===== config.mk =====
export PLATFORM = sky130hd
export DESIGN_NAME = sha2_msg_scheduler
export DESIGN_NICKNAME = d
export VERILOG_FILES = /design/src/rtl/sha2_msg_scheduler.sv
export SDC_FILE = /design/constraint.sdc
export NUM_CORES = 1
export LEC_CHECK = 0
export BUFFER_PORTS_ARGS = -buffer_cell sky130_fd_sc_hd__buf_2
export CORE_ASPECT_RATIO = 0.7
export CORE_MARGIN = 1.5
export CORE_UTILIZATION = 51
export CTS_BUF_LIST = sky130_fd_sc_hd__clkbuf_16
export DETAILED_ROUTE_END_ITERATION = 8
export MAX_ROUTING_LAYER = met4
export PLACE_DENSITY = 0.78
export SLEW_MARGIN = 25
export SYNTH_ARGS = -nofsm -noshare
export SYNTH_HDL_FRONTEND = slang
export SYNTH_SLANG_ARGS = --single-unit

===== constraint.sdc =====
create_clock -name clk -period 3.79 [get_ports clk]
set_input_delay 0.5685 -clock clk [delete_from_list [all_inputs] [get_ports clk]]
set_output_delay 0.5685 -clock clk [all_outputs]
set_load 0.01 [all_outputs]

===== src/rtl/sha2_msg_scheduler.sv =====
// SHA-2 message scheduler: 16-word sliding window streaming W[t] over valid/ready.
// WORD_W=32 covers SHA-224/256, WORD_W=64 covers SHA-384/512. Define MSCHED_ABORT_EN to add the abort input.
module sha2_msg_scheduler #(
    parameter int WORD_W = 32,
    parameter int ROUNDS = 64
) (
    input  logic                 clk,
    input  logic                 rst_n,
`ifdef MSCHED_ABORT_EN
    input  logic                 abort,
`endif
    input  logic                 blk_valid,
    output logic                 blk_ready,
    input  logic [16*WORD_W-1:0] blk_data,
    output logic                 w_valid,
    input  logic                 w_ready,
    output logic [WORD_W-1:0]    w_data,
    output logic [6:0]           w_idx,
    output logic                 w_last
);

    if (WORD_W != 32 && WORD_W != 64) begin : g_bad_word_w
        $error("sha2_msg_scheduler: WORD_W must be 32 or 64");
    end
    if (ROUNDS < 16 || ROUNDS > 127) begin : g_bad_rounds
        $error("sha2_msg_scheduler: ROUNDS must be in 16..127");
    end

    localparam logic [6:0] LAST_T = 7'(ROUNDS - 1);

    typedef enum logic {IDLE, RUN} state_t;

    state_t            state;
    state_t            state_nxt;
    logic [WORD_W-1:0] win [16];
    logic [6:0]        t;
    logic [WORD_W-1:0] w_new;
    logic              abort_req;
    logic              load;
    logic              shift;

    function automatic logic [WORD_W-1:0] rotr(input logic [WORD_W-1:0] x, input int unsigned n);
        return (x >> n) | (x << (WORD_W - n));
    endfunction

    function automatic logic [WORD_W-1:0] sigma0(input logic [WORD_W-1:0] x);
        if (WORD_W == 32) return rotr(x, 7) ^ rotr(x, 18) ^ (x >> 3);
        else              return rotr(x, 1) ^ rotr(x, 8)  ^ (x >> 7);
    endfunction

    function automatic logic [WORD_W-1:0] sigma1(input logic [WORD_W-1:0] x);
        if (WORD_W == 32) return rotr(x, 17) ^ rotr(x, 19) ^ (x >> 10);
        else              return rotr(x, 19) ^ rotr(x, 61) ^ (x >> 6);
    endfunction

`ifdef MSCHED_ABORT_EN
    assign abort_req = (state == RUN) && abort;
`else
    assign abort_req = 1'b0;
`endif

    // abort wins over a simultaneous handshake: that word is treated as not consumed
    assign load  = (state == IDLE) && blk_valid;
    assign shift = (state == RUN) && w_ready && !abort_req;
    assign w_new = sigma1(win[14]) + win[9] + sigma0(win[1]) + win[0];

    always_ff @(posedge clk or negedge rst_n) begin
        if (!rst_n) state <= IDLE;
        else        state <= state_nxt;
    end

    always_comb begin
        state_nxt = state;
        case (state)
            IDLE: if (blk_valid) state_nxt = RUN;
            RUN:  if (abort_req || (w_ready && t == LAST_T)) state_nxt = IDLE;
            default: state_nxt = IDLE;
        endcase
    end

    always_comb begin
        blk_ready = (state == IDLE);
        w_valid   = (state == RUN);
        w_last    = (state == RUN) && (t == LAST_T);
    end

    // Window invariant: win[k] holds W[t+k]; t saturates at the last round
    always_ff @(posedge clk or negedge rst_n) begin
        if (!rst_n) begin
            for (int k = 0; k < 16; k++) win[k] <= '0;
            t <= '0;
        end else if (load) begin
            for (int k = 0; k < 16; k++) win[k] <= blk_data[(16-k)*WORD_W-1 -: WORD_W];
            t <= '0;
        end else if (abort_req) begin
            t <= '0;
        end else if (shift) begin
            for (int k = 0; k < 15; k++) win[k] <= win[k+1];
            win[15] <= w_new;
            if (t != LAST_T) t <= t + 7'd1;
        end
    end

    assign w_data = win[0];
    assign w_idx  = t;

endmodule

==> flow_metrics.tcl <==
set metrics [dict create \
    gp_congestion 1.02 \
    drt_iter0_drc 3746 \
    fin_crit_sh_pct 106 \
    violations "setup timing" \
    ys_async_sr_fraction_pct 100 \
    syn-cell-area_um2 28000 \
    swShare_pct 46.2 \
    power.internal_w 0.0241 \
    clk_latency_ns 0.61 \
    crit_arrival_ns 4.50 \
    vdd.ir_drop.worst_mv 1.39 \
    die_x_um 283 \
    p_sw_w 0.0206 \
    synthesis.nets 4081 \
    final_layout_size_suffix_gt1_share_pct 23.5 \
    ctsRootBufferMaster "clkbuf_16" \
    clkPwrFrac_pct 11.4 \
    drt_wl_total_mm 109 \
    htree_levels 2 \
    start_util_pct 51.9 \
    postRouteAntennaNets 0 \
    die_h_um 199 \
    dr.pass1.iters 8 \
    gr-usage-all-layers_pct 38.8 \
    cts_tree "yes" \
    seq_area_frac_synth_pct 46.4 \
    viasPerCell 5.72 \
    p_comb_share_pct 69.9 \
    worst_pin_slew_ns 0.806 \
    finalPower_w 0.0447 \
    p_leak_nw 16.6 \
    antenna_found_initial 18 \
    cp_data_required_time_ns 4.28 \
    finalSetupViolations 21 \
    place_inst 4656 \
    clk_pin_slew_ns 0.07 \
    maxSlewViolCount 0 \
    nNetsFinal 4599 \
    core_area_um2 54000 \
    instances_no_fill 4781 \
    vias 27400 \
    p_seq_share_pct 18.7 \
    clockBufferDepth 3 \
    synth_cells 3471 \
    cts.sink_count 520 \
    critPathCaptureType "flop" \
    design.portCount 558 \
    rsz0062_at_grt "yes" \
    timing.final.hold_violations 0 \
    dieArea_um2 56400 \
    tns_ns -1.51 \
    cts_buffers 50 \
    syn2layout_area_growth_pct 23.7 \
    num_rows 71 \
    crit_path_start "win[469]$_DFFE_PN0P_" \
    fin_skew_ns 0.0145 \
    fin_crit_ns 4.00 \
    setup_slack_ns -0.215 \
    ys_ff_latch 520 \
    grt_pass1_vias 25100 \
    ys_types 62 \
    ys.flop_type "dfrtp_1" \
    syn_area_per_cell_um2 8.07 \
    grt_overflow 0 \
    synth_edf_count 0 \
    wl_per_cell_um 22.7 \
    max_freq_ghz 0.250 \
    grt_start_max_net_pins 177 \
    cap_violations 0 \
    maxSlewHeadroom_pct 45.9 \
    portBuffers 557 \
    critPathLaunchType "flop" \
    r2r-start "win[469]$_DFFE_PN0P_" \
    place_hpwl_mm 82.9 \
    p_per_area_nw_per_um2 1290 \
    post-route-drc-count 0 \
    worst-path-max-fanout 4 \
    outcome "finished with violations" \
    critical_path_class "reg -> reg" \
    hp-start "blk_data[498]" \
    grt_pass1_wl_mm 158 \
    hp-class "in -> reg" \
    yosysWarnings 0 \
]
synthesized netlist by cell type, types with 5 or more instances:
master    number  area (um2)
nand2_1     1061        3980
nor2_1       527        1980
dfrtp_1      520       13000
a31oi_1      495        3100
clkbuf_1     265         995
inv_1        124         465
xnor2_1       84         736
xor2_1        66         578
fa_1          62        1240
a21oi_1       45         225
buf_4         33         248
ha_1          32         400
o21ai_0       25         125
buf_1         18        67.6
nand3_1       12        60.1
and3_1        10        62.6
nand4_1        9        56.3
nor3_1         8        40.0
o21a_1         6        45.0
a21o_1         5        37.5
nor2b_1        5        31.3
o21bai_1       5        37.5
routing by layer:
layer | up-vias | part of all wire, % | wire [um] | track usage [%]
met3 | 206 | 10 | 11100 | 7.08
met2 | 1539 | 43 | 46200 | 53.9
met4 | 0 | 3.6 | 3950 | 13.1
li1 | 12400 | - | - | -
met1 | 13200 | 44 | 47500 | 56.9
met5 | - | 0 | 0 | -
worst max-delay path, cell delays in order (launching register included):
cell      delay, ns
dfrtp_2        0.46
xor2_2         0.20
xnor2_2        0.18
fa_1           0.54
inv_1          0.05
fa_1           0.51
ha_4           0.30
buf_6          0.10
nand2_4        0.05
o211ai_4       0.21
nand2_2        0.11
o31a_4         0.39
o31ai_4        0.35
a221oi_2       0.12
mux2_4         0.31
sequential cells by signal, summed over array words and instances (netlist names):
| name | cells |
|---|---|
| w_data | 32 |
| win | 480 |
| w_idx | 7 |
| w_valid | 1 |
final timing paths:
| check | endpoint | slack, ns | depth (start not counted) |
|---|---|---|---|
| max | win[30]$_DFFE_PN0P_ | -0.21 | 14 |
| min | w_data[18]$_DFFE_PN0P_ | 0.20 | 3 |
| max reg2reg | win[30]$_DFFE_PN0P_ | -0.21 | 14 |
| min reg2reg | win[98]$_DFFE_PN0P_ | 0.54 | 2 |
| max in group asynchronous | win[210]$_DFFE_PN0P_ | 2.09 | 3 |
| min in group asynchronous | w_data[1]$_DFFE_PN0P_ | 0.58 | 2 |
metrics by stage:
stage / setup slack [ns] / area [um2] / util [%] / hold WS, ns
after detailed placement: -0.152 / 32300 / 59.8 / 0.527
after floorplan: 0.0614 / 28000 / - / 0.273
after global placement: -0.103 / 32300 / 59.8 / 0.526
final: -0.215 / 34600 / 64.2 / 0.203
after CTS: -0.0956 / 34200 / 63.3 / 0.189
after global routing: -0.343 / 34600 / 64.1 / 0.201
placed cells by master (no fill, tap or decap), types with 11 or more instances in the layout:
master     netlist  layout
ha_1            32      20
a31oi_1        495     494
clkbuf_16        0      51
nor2_1         527     524
nand2_1       1061    1056
inv_1          124     129
buf_12           0      22
a21oi_2          2      13
xor2_1          66      61
a21oi_1         45      29
clkinv_1         0      15
fa_1            62      61
buf_2            1     556
diode_2          0      22
dfrtp_1        520     516
buf_4           33     196
nand3_1         12      11
xnor2_1         84      74
o21ai_0         25      15
area by class of cell:
| class | instances | area (um2) |
|---|---|---|
| antenna | 22 | 55.1 |
| clock buffer | 51 | 1280 |
| clock inverter | 41 | 344 |
| fill | 4661 | 19400 |
| inverter | 124 | 465 |
| multi-input combinational | 2507 | 13700 |
| sequential | 520 | 13000 |
| tap | 730 | 913 |
| timing repair buffer | 786 | 4830 |
cells by family after synthesis:
family / after synthesis / share of synthesized area [%]
compound gates: 613 / 13.9
xor+xnor: 150 / 4.69
fa+ha+maj: 94 / 5.86
buf+inv: 444 / 6.49
flops: 520 / 46.4
mux: 3 / 0.125
simple gates: 1647 / 22.5
repair_timing:
action,4_1_cts,5_1_grt
pin swaps,25,32
hold buffers,1,0
gates resized for setup,36,73
hold endpoints to repair,21,0
endpoints found under the setup margin,18,25
buffers inserted,6,6
cloned,0,0
power groups by stage:
| stage | Sequential [W] | Combinational (W) | Clock (W) |
|---|---|---|---|
| after floorplan | 0.00769 | 0.0144 | 0 |
| after global placement | 0.00832 | 0.0256 | 0 |
| after detailed placement | 0.00835 | 0.0253 | 0 |
| after CTS | 0.00827 | 0.0274 | 0.00511 |
| after global routing | 0.00844 | 0.0331 | 0.00533 |
| final | 0.00835 | 0.0312 | 0.00511 |
No activity file was read; power rests on OpenSTA's default activity.
